[config.mk]
export PLATFORM = sky130hd
export DESIGN_NAME = seq_divider
export DESIGN_NICKNAME = d
export VERILOG_FILES = /design/src/rtl/seq_divider.sv
export SDC_FILE = /design/constraint.sdc
export NUM_CORES = 1
export LEC_CHECK = 0
export ABC_AREA = 1
export ABC_CLOCK_PERIOD_IN_PS = 1770
export CAP_MARGIN = 20
export CORE_MARGIN = 5
export CORE_UTILIZATION = 52
export CTS_BUF_LIST = sky130_fd_sc_hd__clkbuf_16
export CTS_CLUSTER_SIZE = 16
export DETAILED_ROUTE_END_ITERATION = 10
export HOLD_SLACK_MARGIN = 0.03
export PLACE_DENSITY = 0.78
export RECOVER_POWER = 50
export SKIP_LAST_GASP = 1
export SYNTH_ARGS = -nofsm -noshare
export SYNTH_HDL_FRONTEND = slang
export SYNTH_SLANG_ARGS = --single-unit
[constraint.sdc]
create_clock -name clk -period 1.77 [get_ports clk]
set_input_delay 0.354 -clock clk [delete_from_list [all_inputs] [get_ports clk]]
set_output_delay 0.354 -clock clk [all_outputs]
set_load 0.01 [all_outputs]
[src/rtl/seq_divider.sv]
`default_nettype none
// ============================================================================
// Module      : seq_divider
// Description : Multi-cycle restoring unsigned divider, 2N-bit dividend by
//               N-bit divisor, one quotient bit per clock, MSB first.
// Revision    : 1.0 - initial release
// ============================================================================
module seq_divider #(
    parameter int N = 3
) (
    input  logic             clk,
    input  logic             rst_n,
    input  logic             start,
    input  logic [2*N-1:0]   dividend,
    input  logic [N-1:0]     divisor,
    output logic             busy,
    output logic             done,
    output logic [2*N-1:0]   quot,
    output logic [N-1:0]     rem,
    output logic             dz
);

    localparam int CW = (2 * N > 1) ? $clog2(2 * N) : 1;
    localparam logic [CW-1:0] C_LAST = CW'(2 * N - 1);

    typedef enum logic [1:0] {
        S_IDLE = 2'd0,
        S_RUN  = 2'd1,
        S_DONE = 2'd2
    } state_t;

    state_t           r_state;
    logic [2*N-1:0]   r_dvd;
    logic [2*N-1:0]   r_q;
    logic [N-1:0]     r_dsr;
    logic [N:0]       r_pr;
    logic [CW-1:0]    r_cnt;

    logic [N:0]       w_pr_sh;
    logic             w_ge;
    logic [N:0]       w_pr_nx;
    logic [2*N-1:0]   w_q_nx;

    // One restoring step: shift in the next dividend bit, subtract if it fits.
    assign w_pr_sh = {r_pr[N-1:0], r_dvd[2*N-1]};
    assign w_ge    = (w_pr_sh >= {1'b0, r_dsr});
    assign w_pr_nx = w_ge ? (w_pr_sh - {1'b0, r_dsr}) : w_pr_sh;
    assign w_q_nx  = {r_q[2*N-2:0], w_ge};

    always_ff @(posedge clk or negedge rst_n) begin
        if (!rst_n) begin
            r_state <= S_IDLE;
            r_dvd   <= '0;
            r_q     <= '0;
            r_dsr   <= '0;
            r_pr    <= '0;
            r_cnt   <= '0;
            busy    <= 1'b0;
            done    <= 1'b0;
            quot    <= '0;
            rem     <= '0;
            dz      <= 1'b0;
        end else begin
            done <= 1'b0;
            case (r_state)
                S_IDLE, S_DONE: begin
                    if (start) begin
                        r_dvd   <= dividend;
                        r_dsr   <= divisor;
                        r_pr    <= '0;
                        r_q     <= '0;
                        r_cnt   <= '0;
                        busy    <= 1'b1;
                        r_state <= S_RUN;
                    end else begin
                        r_state <= S_IDLE;
                    end
                end
                S_RUN: begin
                    r_pr  <= w_pr_nx;
                    r_dvd <= {r_dvd[2*N-2:0], 1'b0};
                    r_q   <= w_q_nx;
                    r_cnt <= r_cnt + CW'(1);
                    if (r_cnt == C_LAST) begin
                        busy    <= 1'b0;
                        done    <= 1'b1;
                        r_state <= S_DONE;
                        // A zero divisor still runs the full schedule; only the result is replaced.
                        if (r_dsr == '0) begin
                            quot <= '1;
                            rem  <= '0;
                            dz   <= 1'b1;
                        end else begin
                            quot <= w_q_nx;
                            rem  <= w_pr_nx[N-1:0];
                            dz   <= 1'b0;
                        end
                    end
                end
                default: begin
                    busy    <= 1'b0;
                    r_state <= S_IDLE;
                end
            endcase
        end
    end

endmodule
`default_nettype wire

# Word level (Yosys, flattened, before mapping)
# Index checks and enable logic that the tools add are counted.
# Widths: inputs -> output; s select.
# classes
addsub	2
magnitude_cmp	1
eq_ne	5
mux	20
n_reduce_logical	8
# ops
operator	n
$mux 3	4
$mux 6	2
$pmux 3 s2	2
$pmux 6 s2	1
$pmux 5 s2	1
$reduce_and 2->1	4
$mux 1	6
$mux 5	1
$ge 4x3->1	1
$ne 2x2->1 const B	2
$pmux 2 s2	1
$add 3x1->3 const B	1
$eq 3x3->1 const B	1
$logic_not 3->1	1
$sub 3x3->3	1
$eq 2x1->1 const B	1
$eq 2x2->1 const B	1
$logic_not 2->1	1
$mux 2	1
$pmux 1 s2	1
$reduce_bool 2->1	1
$reduce_or 2->1	1
# totals
register_bits	34
inputBits	12
output_inout_bits	12
wordCells	47

# Logic depth before layout (Yosys ltp)
# Gate-level depths: netlist of run 1.
# logic_depth
depth_word	4
mapped_depth	9
depth_no_buf	9

# Least setup slack after synthesis of run 1
# No wires, ideal clock.
# synth_path
kind	reg-to-reg
start	register r_dsr[0]
end	register r_pr[2]
setup_ps	118
arrival_time_ps	1400
required_time_ps	1652
slack_ps	252
stages_incl_launch_ff	9
path_buffers	0
synth_period_minus_slack_ps	1518
cell_sequence	dfrtp_1 > ha_1 > fa_1 > nor2_1 > nor2_1 > nand2_1 > nand2_1 > nand3_1 > nand2_1
# synth_via
elab_chain_cells	3
word_cells_on_any_way	4
cone_classes	add/sub: 1; order compare: 1; mux: 2
# synth_lines
item	line_no	source
from (decl)	35	logic [N-1:0] r_dsr;
from (signal assigned)	69	r_dsr <= divisor;
$ge 4x3->1 or $sub 3x3->3 (tied branches)	46, 47	
$mux 3 (*)	47	assign w_pr_nx = w_ge ? (w_pr_sh - {1'b0, r_dsr}) : w_pr_sh;
$pmux 3 s2 (*)	65	case (r_state)
to (signal assigned)	80	r_pr <= w_pr_nx;
to (decl)	36	logic [N:0] r_pr;
# Mark *: on every way between the ends. The rest lies on a longest branch, timed or not.
# A chain may end at the register's enable or synchronous reset.

# Final worst setup path of run 1
# layout_path
start	register r_dvd[5]
end	register r_pr[0]
# layout_via
elab_chain_cells	3
word_cells_on_any_way	4
cone_classes	add/sub: 1; order compare: 1; mux: 2
# layout_lines
item	line_no	source
from (decl)	33	logic [2*N-1:0] r_dvd;
from (signal assigned)	68	r_dvd <= dividend;
from (signal assigned)	81	r_dvd <= {r_dvd[2*N-2:0], 1'b0};
$ge 4x3->1 or $sub 3x3->3 (tied branches)	46, 47	
$mux 3 (*)	47	
$pmux 3 s2 (*)	65	
# Marks and branches as above.

==> results of run 1 <==
-- power by group through the flow --
| stage | clock, mW | sequential (mW) | combinational (mW) |
|---|---|---|---|
| 2_1_floorplan | 0 | 1.40 | 1.25 |
| 3_3_place_gp | 0 | 1.36 | 1.74 |
| 3_5_place_dp | 0 | 1.38 | 1.83 |
| 4_1_cts | 0.853 | 1.37 | 1.87 |
| 5_1_grt | 0.889 | 1.41 | 2.16 |
| 6_report | 0.839 | 1.37 | 1.89 |
-- synthesized netlist by cell type, drive strengths merged --
cell / number / area, sq um
o22ai: 5 / 31.3
inv: 26 / 97.6
buf: 2 / 22.5
dfrtp: 34 / 851
nand4: 1 / 21.3
clkinv: 1 / 3.75
nor3: 1 / 5.00
ha: 5 / 62.6
mux2: 1 / 11.3
o211ai: 5 / 37.5
nor2: 15 / 63.8
nand2: 36 / 158
a21oi: 9 / 48.8
fa: 1 / 20.0
nand3: 10 / 50.1
o21ai: 9 / 48.8
xor2: 1 / 8.76
-- routing by layer --
layer	vias to the layer above	GRT usage	wire [um]
li1	580	-	-
met1	559	0.217	1440
met2	36	0.271	1500
met3	13	0.0449	135
met4	0	0.153	136
met5	-	0	0
-- logic make-up after synthesis --
kind of cell,count (synthesis),share of synthesized area
mux,1,0.00730
flops,34,0.552
buf+inv,29,0.0804
compound gates,28,0.108
fa+ha+maj,6,0.0536
simple gates,63,0.193
xor+xnor,1,0.00568
-- state kept, by name (all words and copies together), names as in the netlist, 2 cells and up --
name,count
quot,6
r_cnt,3
r_dsr,3
r_dvd,6
r_pr,3
r_q,5
r_state,2
rem,3
-- final timing paths --
check                      startpoint  depth (start not counted)        to
setup / recovery             r_dvd[5]                          9   r_pr[0]
hold / removal                   busy                          2      busy
setup reg to reg             r_dvd[5]                          9   r_pr[0]
hold reg to reg                  busy                          2      busy
max in group asynchronous       rst_n                          2  r_dvd[4]
min in group asynchronous       rst_n                          2    r_q[3]
-- repair_timing --
item | in CTS | in global routing
setup buffers | 0 | 0
setup endpoints to repair | 0 | 7
endpoints found under the hold margin | 0 | 0
resized for setup | 0 | 3
-- worst reg2reg max path, delay by kind of cell (launching register included) --
family	cells	cell delay (ns)
buffers and inverters	1	0.07
AND/OR/NAND/NOR	6	0.56
flip-flops	1	0.33
adder cells (fa/ha/maj)	2	0.64
-- cell type report --
type                       count  area (sq um)
clock buffer                   5           125
clock inverter                 3          16.3
fill                         235           871
inverter                      27           101
multi-input combinational     99           567
sequential                    34           851
tap                           31          38.8
timing repair buffer          24           235
-- through the flow --
| step | setup slack [ns] | hold WS (ns) |
|---|---|---|
| 6_report | 0.0530 | 0.479 |
| 5_1_grt | -0.0610 | 0.508 |
| 4_1_cts | 0.0380 | 0.484 |
| 3_5_place_dp | 0.0728 | 0.468 |
| 3_3_place_gp | 0.169 | 0.456 |
| 2_1_floorplan | 0.252 | 0.0584 |
==> metrics.cfg, run 1 <==
[status]
status=complete, no violations

[setup_path]
arrival_ns=1.88
end_kind=flop
path_cells=inv_1 -> ha_1 -> fa_1 -> nor2_2 -> nor2_2 -> nand2_2 -> nand2_1 -> nand3_1 -> nand2_1
cp_top_family=adder cells
cp_num_buf_inv=1
crit_slowest_cell=fa_1
critPathMaxFanout=5
critical_path_class=reg2reg
required_ns=1.93
max_stage_delay_ns=0.42
cp-start-kind=flop
rrSetupSlack_ns=0.05

[cts]
cts_buffers=5
clock_latency_ns=0.28
clock_path_buffers=2
cts_max_level=2
clock-sinks=34
cts_tree=built
clk_pin_slew_ns=0.05
cts-root-buf=clkbuf_16
cts_hold_buf=0

[timing]
rsz0062_at_grt=yes
finClkSkew_ns=0.00497
fin_tns_setup_ns=0
setup_viol=0
fin_crit_ns=1.72
slew_violations=0
max_slew_margin=0.461
hold_viol=0
clock.fmax_ghz=0.582
finalCritPeriodShare=0.970
tightest_slew_ns=0.809

[route]
wl_per_cell_um=14.4
wirelength_um=3210
vias=1188
via_per_inst=5.33
drc=0
drtIter0Drc=88
ant_nets=0
first_pass_iters=4

[placed_design]
place_congestion=0.883
place_area_sq_um=1800
hpwl_um=2160
dp.cells=215
numPortBuffers=23

[floorplan]
rows=19
fp.dieArea_sq_um=4150
pin_count=24
die_h_um=64.4
die_width_um=64.4
coreArea_sq_um=2810
initial_utilization=0.550

[synthesis]
yosysSeqAreaShare=0.552
synth_cells=162
ys_types=23
postSynthAreaPerCell_sq_um=9.52
synth.ff_latch_count=34
synth_warnings=0
synthesis.nets=180
netlist_area_sq_um=1540

[global_route]
grt-ovfl-total=0
grt_pass1_vias=1238
grt_pass1_wl_um=5580
antenna_found_initial=0
grt_max_degree=35
track_usage=0.180

[pwr]
swShare=0.407
switching_power_mw=1.66
max-vdd-ir-drop_v=0.00114
pwr-share-comb=0.461
p_per_area_nw_per_um2=2120
p_int_mw=2.43
power_frac_seq=0.334
p_total_mw=4.09
clkPwrFrac=0.205
p_leak_nw=0.948

[cells_and_area]
stdcell_count=223
num_antenna_cells=0
mostFrequentLayoutCells=34 x dfrtp_1, 33 x nand2_1, 24 x inv_1
final_common_cell=dfrtp_1
fin_util=0.690
layout-drive-gt1-share=0.104
fin_area_sq_um=1930
fin_nets=209
syn2layout_area_growth_pct=25.5

[hold_path]
hold_path.class=reg2reg

[flow_run]
cap_violations=0

Note: power is estimated with default switching activity, not from simulation.
==> run 2, diff against run 1 <==
Settings changed: CORE_UTILIZATION 52 to 30, PLACE_DENSITY 0.78 to default.
==> run 2 against run 1 <==
Net effect:
- setup slack improved by 0.13 ns
- via count fell by 4.6%
- critical path type unchanged
- critical path depth fell by 1
- die area rose by 61%
==> metrics.cfg, run 2 (synthesis results as in run 1) <==
[pwr]
power_frac_seq=0.331  ; -0.003
p_int_mw=2.56  ; +5.5%
p_per_area_nw_per_um2=2060  ; -2.6%
max-vdd-ir-drop_v=0.000624  ; -45%
clkPwrFrac=0.234  ; +0.029
p_leak_nw=0.964  ; +1.7%
pwr-share-comb=0.435  ; -0.026
swShare=0.379  ; -0.0271
switching_power_mw=1.57  ; -5.8%
p_total_mw=4.13  ; +0.91%

[cells_and_area]
multi_input_area_sq_um=564  ; -0.44%
fillerInstances=518  ; +120%
seq_area_sq_um=851  ; unchanged
mostFrequentLayoutCells=34 x dfrtp_1, 33 x nand2_1, 24 x inv_1
syn2layout_area_growth_pct=30.0
layout-drive-gt1-share=0.104  ; unchanged
top_regs=quot (6), r_dvd (6), r_q (5)
final_common_cell=dfrtp_1
fin_nets=209  ; unchanged
num_antenna_cells=0  ; unchanged

[status]
status=complete, no violations

[setup_path]
end_kind=flop
critical_path_class=reg2reg
critPathMaxFanout=5  ; unchanged
required_ns=1.93  ; about the same
cp-start-kind=flop
arrival_ns=1.75  ; -0.13 ns

[flow_run]
cap_violations=0  ; unchanged

[route]
vias=1133  ; -4.6%
ant_nets=0  ; unchanged
first_pass_iters=6  ; +2
via_per_inst=4.32  ; -19%
drc=0  ; unchanged
wirelength_um=3020  ; -5.9%
drtIter0Drc=76  ; -14%
wl_per_cell_um=11.5  ; -20%

[timing]
tightest_slew_ns=0.851  ; +0.0423 ns
fin_tns_setup_ns=0  ; unchanged
rsz0062_at_grt=no
finClkSkew_ns=0.00183  ; -0.00314 ns
max_slew_margin=0.432  ; -0.0282
setup_viol=0  ; unchanged
hold_viol=0  ; unchanged
finalCritPeriodShare=0.899  ; -0.0706
slew_violations=0  ; unchanged
clock.fmax_ghz=0.628  ; +7.9%
fin_crit_ns=1.59  ; -0.125 ns

[cts]
cts_buffers=5  ; unchanged
cts_hold_buf=0  ; unchanged
clk_pin_slew_ns=0.05  ; about the same
cts_tree=built
clock-sinks=34  ; unchanged
clock_latency_ns=0.28  ; about the same
cts_max_level=2  ; unchanged
cts-root-buf=clkbuf_16
clock_path_buffers=2  ; unchanged

[global_route]
track_usage=0.110  ; -0.0698
antenna_found_initial=0  ; unchanged
grt_max_degree=35  ; unchanged
grt-ovfl-total=0  ; unchanged
grt_pass1_vias=1224  ; -1.1%
grt_pass1_wl_um=5560  ; -0.25%

[floorplan]
fp.dieArea_sq_um=6670  ; +61%
die_width_um=81.7  ; +27%
rows=26  ; +7
pin_count=24  ; unchanged
coreArea_sq_um=5040  ; +80%
die_h_um=81.7  ; +27%
initial_utilization=0.306  ; -0.244

[placed_design]
place_congestion=0.856  ; -3.0%
numPortBuffers=23  ; unchanged
hpwl_um=2160  ; about the same

[hold_path]
hold_path.class=reg2reg

==> run 2: changes by cell type in the layout (fill, tap and decap cells not counted), sizes merged <==
cell / delta
bufinv: +1
clkdlybuf4s50: -1
clkinvlp: -1
dlygate4sd3: +1
==> run 2: cell type report <==
cell class / instances / share of cell area
timing repair buffer: 24 / 0.117
inverter: 27 / 0.0506
multi-input combinational: 99 / 0.282
clock inverter: 3 / 0.0200
tap: 70 / 0.0437
clock buffer: 5 / 0.0624
sequential: 34 / 0.424
==> run 2: per-stage QoR <==
| step | std cells | hold WS [ns] | utilization | instance area (sq um) | worst slack (ns) |
|---|---|---|---|---|---|
| finish | 262 | 0.477 | 0.398 | 2000 | 0.178 |
| global route | 262 | 0.508 | 0.398 | 2000 | 0.0372 |
| CTS | 262 | 0.485 | 0.399 | 2010 | 0.0898 |
| detailed placement | 254 | 0.470 | 0.366 | 1840 | 0.0994 |
| global placement | 254 | 0.470 | 0.366 | 1840 | 0.163 |
| floorplan | 162 | 0.0584 | - | 1540 | 0.252 |
==> run 2: routing by layer <==
layer	track usage	wire length, um	up-vias
met1	0.130	1450	529
met2	0.181	1400	19
met5	0	0	-
met3	0.0406	120	6
li1	-	-	579
met4	0.0449	53	0
==> run 2: path summary, 6_finish.rpt <==
check / start / slack [ns] / end / cells past startpoint
worst max-delay path: r_dsr[2] / 0.18 / quot[0] / 8
worst min-delay path: rem[1] / 0.48 / rem[1] / 2
worst max register to register: r_dsr[2] / 0.18 / quot[0] / 8
worst min register to register: rem[1] / 0.48 / rem[1] / 2
max in group asynchronous: rst_n / 0.53 / r_dvd[4] / 2
min in group asynchronous: rst_n / 0.71 / quot[5] / 2
==> run 2: power groups by stage <==
stage,Clock [mW],Sequential (mW),Combinational (mW)
after global placement,0,1.37,1.78
after detailed placement,0,1.38,1.81
after floorplan,0,1.40,1.25
after CTS,1.00,1.37,1.83
after global routing,1.04,1.42,2.09
final,0.965,1.37,1.80
==> run 2: what timing repair did <==
item                                    4_1_cts  5_1_grt
resized for setup                             0        2
endpoints found under the hold margin         0        0
endpoints found under the setup margin        0        6
buffers inserted                              0        0
==> run 2: critical path, cell delays in order (launching register included) <==
cell and delay, ns:
dfrtp_1 0.35, inv_1 0.07, ha_1 0.31, inv_1 0.08, nor2_1 0.05, nor2_1 0.22
nand2_2 0.13, o21ai_0 0.19, nand2_1 0.07
